`src/rtl/shift_barrelpipe_rright_if.sv`:
```
// Purpose: handshake bundle for the pipelined rotate-right block (input word/amount, output result).
// Latency: none, this is wiring only.
// Backpressure: a_retry flows back to the producer and b_retry comes from the consumer.
interface shift_barrelpipe_rright_if #(
    parameter int Bits = 64
);
    localparam int S = $clog2(Bits);

    logic            a_valid;
    logic            a_retry;
    logic [Bits-1:0] a;
    logic [S-1:0]    sh;
    logic            b_valid;
    logic            b_retry;
    logic [Bits-1:0] b;

    // Producer/consumer side, as seen by whoever drives the block.
    modport master (
        output a_valid,
        output a,
        output sh,
        output b_retry,
        input  a_retry,
        input  b_valid,
        input  b
    );

    // Block side.
    modport slave (
        input  a_valid,
        input  a,
        input  sh,
        input  b_retry,
        output a_retry,
        output b_valid,
        output b
    );
endinterface

```
`src/rtl/shift_barrelpipe_rright.sv`:
```
// Purpose: rotate a Bits-wide word right by sh using log2(Bits) registered barrel stages.
// Latency: S = log2(Bits) register stages; a word offered in cycle c is on b in cycle c+S.
// Backpressure: whole pipe stalls when b_valid && b_retry; a_retry = !advance, no bubble squeeze.
module shift_barrelpipe_rright #(
    parameter int Bits = 64
) (
    input  logic                       clk,
    input  logic                       reset,
    shift_barrelpipe_rright_if.slave   io
);
    localparam int S = $clog2(Bits);

    // Stage k holds data already rotated by the low k+1 sh bits, plus the
    // remaining sh bits shifted down so the next stage always tests bit 0.
    logic [Bits-1:0] data_q [S];
    logic [Bits-1:0] data_d [S];
    logic            vld_q  [S];
    logic            vld_d  [S];
    logic [S-1:0]    sh_q   [S];
    logic [S-1:0]    sh_d   [S];
    logic            adv;

    // The last stage has no later consumer of its sh bits (they are always 0).
    logic            sh_tail_unused;
    assign sh_tail_unused = ^sh_q[S-1];

    // Rotate right by a fixed power-of-two amount n (0 < n < Bits).
    function automatic logic [Bits-1:0] rotr(input logic [Bits-1:0] x, input int n);
        return (x >> n) | (x << (Bits - n));
    endfunction

    // Next-state for every stage: everything moves together on adv, else holds.
    always_comb begin
        adv = !vld_q[S-1] || !io.b_retry;
        for (int k = 0; k < S; k++) begin
            data_d[k] = data_q[k];
            vld_d[k]  = vld_q[k];
            sh_d[k]   = sh_q[k];
        end
        if (adv) begin
            // Without a transfer a_valid is 0 here, so a bubble enters stage 0.
            vld_d[0]  = io.a_valid;
            data_d[0] = io.sh[0] ? rotr(io.a, 1) : io.a;
            sh_d[0]   = io.sh >> 1;
            for (int k = 1; k < S; k++) begin
                vld_d[k]  = vld_q[k-1];
                data_d[k] = sh_q[k-1][0] ? rotr(data_q[k-1], 1 << k) : data_q[k-1];
                sh_d[k]   = sh_q[k-1] >> 1;
            end
        end
    end

    // Stage registers; reset clears valid, data and sh so nothing stale survives.
    always_ff @(posedge clk or posedge reset) begin
        if (reset) begin
            for (int k = 0; k < S; k++) begin
                data_q[k] <= '0;
                vld_q[k]  <= 1'b0;
                sh_q[k]   <= '0;
            end
        end else begin
            for (int k = 0; k < S; k++) begin
                data_q[k] <= data_d[k];
                vld_q[k]  <= vld_d[k];
                sh_q[k]   <= sh_d[k];
            end
        end
    end

    assign io.a_retry = !adv;
    assign io.b_valid = vld_q[S-1];
    assign io.b       = data_q[S-1];
endmodule

```
`src/flat_wrapper.sv`:
```
// flat-port wrapper written by rule: the top's interface ports become plain ports
module shift_barrelpipe_rright_flat 
#(
    parameter int Bits = 64
)
  (clk, reset, io_a_valid, io_a, io_sh, io_b_retry, io_a_retry, io_b_valid, io_b);
  shift_barrelpipe_rright_if #(.Bits(Bits)) io_i ();
  input  logic clk;
  input  logic reset;
  input wire logic [$bits(io_i.a_valid)-1:0] io_a_valid;
  input wire logic [$bits(io_i.a)-1:0] io_a;
  input wire logic [$bits(io_i.sh)-1:0] io_sh;
  input wire logic [$bits(io_i.b_retry)-1:0] io_b_retry;
  output wire logic [$bits(io_i.a_retry)-1:0] io_a_retry;
  output wire logic [$bits(io_i.b_valid)-1:0] io_b_valid;
  output wire logic [$bits(io_i.b)-1:0] io_b;
  assign io_i.a_valid = io_a_valid;
  assign io_i.a = io_a;
  assign io_i.sh = io_sh;
  assign io_i.b_retry = io_b_retry;
  assign io_a_retry = io_i.a_retry;
  assign io_b_valid = io_i.b_valid;
  assign io_b = io_i.b;
  shift_barrelpipe_rright #(.Bits(Bits)) u_core (.clk(clk), .reset(reset), .io(io_i));
endmodule
```
`config.mk`:
```
export PLATFORM = sky130hd
export DESIGN_NAME = shift_barrelpipe_rright_flat
export DESIGN_NICKNAME = d
export VERILOG_FILES = /design/src/rtl/shift_barrelpipe_rright_if.sv /design/src/rtl/shift_barrelpipe_rright.sv /design/src/flat_wrapper.sv
export SDC_FILE = /design/constraint.sdc
export NUM_CORES = 1
export LEC_CHECK = 0
export BUFFER_PORTS_ARGS = -buffer_cell sky130_fd_sc_hd__buf_2
export CAP_MARGIN = 10
export CORE_ASPECT_RATIO = 1.1
export CORE_UTILIZATION = 50
export DETAILED_ROUTE_END_ITERATION = 12
export HOLD_SLACK_MARGIN = 0.05
export MAX_ROUTING_LAYER = met4
export PLACE_DENSITY = 0.73
export SLEW_MARGIN = 20
export SYNTH_ARGS = -nofsm -noshare
export SYNTH_HDL_FRONTEND = slang
export SYNTH_SLANG_ARGS = --single-unit
```
`constraint.sdc`:
```
create_clock -name clk -period 15.2 [get_ports clk]
set_input_delay 4.56 -clock clk [delete_from_list [all_inputs] [get_ports clk]]
set_output_delay 4.56 -clock clk [all_outputs]
set_load 0.1 [all_outputs]
```
# --- After elaboration in Yosys (flattened, before gate mapping) ---
# Cells that the tools add are included.
op_classes:
  n_mux: 6
  n_eq_ne: 0
  n_addsub: 0
  magnitude_cmp: 0
  reduce_logical: 4
  mul: 0
  n_div: 0
  shift: 0
  n_bitwise: 6
ops:
  columns: ["op", "n"]
  rows:
  - ["64-bit 2-to-1 mux", 6]
  - ["32-bit by 64-bit OR with 64-bit output", 1]
  - ["48-bit by 64-bit OR with 64-bit output", 1]
  - ["56-bit by 64-bit OR with 64-bit output", 1]
  - ["60-bit by 64-bit OR with 64-bit output", 1]
  - ["62-bit by 64-bit OR with 64-bit output", 1]
  - ["63-bit by 64-bit OR with 64-bit output", 1]
  - ["1-bit logical NOT", 3]
  - ["1-bit logical OR", 1]
totals:
  word_cells: 33
  rom_bits: 0
  mem_count: 0
  output_inout_bits: 66
  mem_bits_rw: 0
  latch_bits: 0
  input_bits: 74
  regBits: 405

# --- Logic depth before layout (Yosys ltp) ---
depth:
  depth_word: 3
  mapped_depth: 6
  mapped_depth_nobuf: 2

# --- Least setup slack after synthesis ---
# OpenSTA, ideal clock, no wires.
synth_timing:
  path_kind: "in2out"
  from: "in io_b_retry"
  to: "out io_a_retry"
  slack_ns: 5.108
  t_arrival_ns: 5.532
  required_time_ns: 10.640
  stages: 5
  path_cell_list: "buf_2 -> and2_4 -> buf_6 -> buf_6 -> buf_2"
synth_between:
  elab_chain_cells: 3
synth_rtl:
  columns: ["item", "line_no", "source"]
  rows:
  - ["start: declaration", "flat_wrapper.sv:13", "input wire logic [$bits(io_i.b_retry)-1:0] io_b_retry;"]
  - ["1-bit logical NOT", "shift_barrelpipe_rright.sv:34", "adv = !vld_q[S-1] || !io.b_retry;"]
  - ["1-bit logical OR", "shift_barrelpipe_rright.sv:34", null]
  - ["1-bit logical NOT", "shift_barrelpipe_rright.sv:70", "assign io.a_retry = !adv;"]
  - ["end: declaration", "flat_wrapper.sv:14", "output wire logic [$bits(io_i.a_retry)-1:0] io_a_retry;"]
# No other way between the ends.

# --- Final worst setup path ---
# Same ends and word-level chain as after synthesis.

==> impl_metrics.csv <==
group,metric,value,unit
timing,hold_viol,0,
synth,syn_area,0.0194,mm²
cts,clk_pin_slew,0.06,ns
layout,fillCellCount,3275,
critical_path,cp-end-kind,"output port",
job,maxCapViolations,0,
global_route,overflow,0,
min_path,hp-class,"reg2reg",
global_route,grt_max_degree,269,
synth,synth_warnings,0,
timing,rsz0062_at_grt,"false",
timing,relSlewSlack,27.9,%
drt,drc,0,
synth,ys_seq_area_share,52.3,%
synth,ys_ff_latch,405,
place,gp_congestion,0.816,
layout,layout_commonest_cell,"dfrtp_1",
place,placed_area,0.0196,mm²
cts,cts_tree,"yes",
global_route,track_usage,22.9,%
place,dp_hpwl,27900,µm
timing,fin_crit_sh,72.1,%
critical_path,ff2ff_setup_slack,12.09,ns
drt,routedWlPerCell,18.9,µm
timing,skew,0.0207,ns
place,port_buffers,139,
critical_path,start_kind,"input port",
cts,clock_latency,0.54,ns
floorplanning,fp-row-count,75,
cts,htreeDepth,2,
cts,tritoncts.num_buffers,43,
layout,drive_gt1_share,13.9,%
layout,fin_area,0.0211,mm²
floorplanning,die_area,0.0395,mm²
critical_path,cp.arrival,6.40,ns
critical_path,setup.worst_path.class,"in2out",
cts,cts_resized,0,
cts,clockBufferDepth,3,
drt,routed_wl,43700,µm
timing,tightestPinTransition,1.08,ns
floorplanning,fp.dieW,190,µm
layout,num_antenna_cells,0,
synth,syn_avg_cell_area,10.7,µm²
drt,via_per_inst,5.86,
critical_path,worstPathMaxFanout,144,
synth,syn_inst,1817,
critical_path,crit_required,10.64,ns
timing,layout_min_cycle_time,10.96,ns
floorplanning,num_io_pins,140,
power,vdd_drop_max,0.209,mV
floorplanning,dieHeight,208,µm
floorplanning,start_util,50.7,%
layout,fin_util,55.2,%
power,power_leakage,9.77,nW
power,powerDensity,238,mW/mm²
floorplanning,core_area,0.0382,mm²
global_route,antenna_found_initial,0,
timing,fmax,91.2,MHz
cts,clock_sinks,405,
run_status,status,"complete, no violations",
synth,synth_cell_types,15,
global_route,grt_pass1_wl,71100,µm
layout,synthToLayoutAreaGrowth,8.83,%
timing,finalMaxSlewViolations,0,
place,post-place-cells,2232,
global_route,grt_pass1_vias,13000,
cts,cts_setup_buffers,0,
layout,final_nets,1852,
timing,setup_viol,0,
drt,vias,13500,
synth,synthesis.nets,1891,
layout,fin_cells,2312,
drt,drtAntennaViolNets,0,
drt,drt-initial-drc-count,1044,
drt,first_pass_iters,5,
layout,final_cell_mix,"dfrtp_1 (399), mux2i_1 (384), nand3_1 (384), o21ai_0 (384), buf_2 (137)",
cts,hold_buffers,0,
timing,fin_setup_tns,0,ns
cts,root_buffer,"clkbuf_16",
==> cells in the mapped netlist <==
cell type	count	area, µm²
buf_1	1	3.75
buf_6	4	45.0
or2_2	1	6.26
nand3_1	384	1920
buf_4	64	480
dfrtp_1	405	10100
mux2_4	14	210
o21ai_0	384	1920
buf_2	53	265
clkbuf_2	24	120
mux2i_1	384	3840
mux2_2	6	67.6
clkbuf_1	91	342
inv_1	1	3.75
and2_4	1	8.76
==> final timing paths <==
kind / start / endpoint / cells past startpoint
worst max-delay path: io_b_retry / io_a_retry / 3
worst min-delay path: u_core.vld_q[1] / u_core.io.b_valid / 1
worst max register to register: u_core.io.b_valid / u_core.data_q[99] / 3
worst min register to register: u_core.vld_q[1] / u_core.io.b_valid / 1
max in group asynchronous: reset / u_core.sh_q[30] / 5
min in group asynchronous: reset / u_core.io.b[23] / 3
==> cell families after synthesis <==
kind of cell	after synthesis	synth area share (%)
and+or+nand+nor	386	10.0
buffers and inverters	238	6.50
muxes	404	21.3
DFF	405	52.3
AOI/OAI and AO/OA	384	9.92
==> state kept, by name, indices dropped and copies added (netlist names) <==
register	count
u_core.vld_q	5
u_core.sh_q	15
u_core.io.b	64
u_core.data_q	320
u_core.io.b_valid	1
==> stage by stage <==
stage / worst slack (ns) / hold WS, ns / total power [mW]
final: 4.24 / 0.469 / 5.01
after floorplan: 5.11 / 0.440 / 3.56
after global placement: 4.27 / 0.452 / 3.89
after global routing: 4.14 / 0.498 / 5.29
after CTS: 4.24 / 0.472 / 5.02
after detailed placement: 4.24 / 0.459 / 3.96
==> layout make-up <==
type                       instances  area [µm²]  share of cell area (%)
inverter                           1        7.51                  0.0356
tap                              500         626                    2.97
clock buffer                      58        1190                    5.65
timing repair buffer             153         875                    4.15
multi-input combinational       1174        7980                    37.8
clock inverter                    21         251                    1.19
sequential                       405       10200                    48.2
==> critical path, cell delays in order <==
cell and delay, ns:
buf_8 0.60, and2_4 0.63, buf_2 0.53
==> routing by layer <==
| metal | part of all wire [%] | track usage (%) | up-vias |
|---|---|---|---|
| met5 | 0 | - | - |
| met4 | 1.8 | 4.56 | 0 |
| met2 | 47 | 35.5 | 341 |
| met1 | 47 | 32.5 | 6702 |
| met3 | 4.3 | 2.75 | 58 |
| li1 | - | - | 6438 |
==> power breakdown <==
group          internal [mW]  switching (mW)
Clock                  0.639           0.425
Combinational          0.626            1.29
Sequential              1.55           0.484
Total                   2.81            2.20
Power figures use the tool's default switching activity.
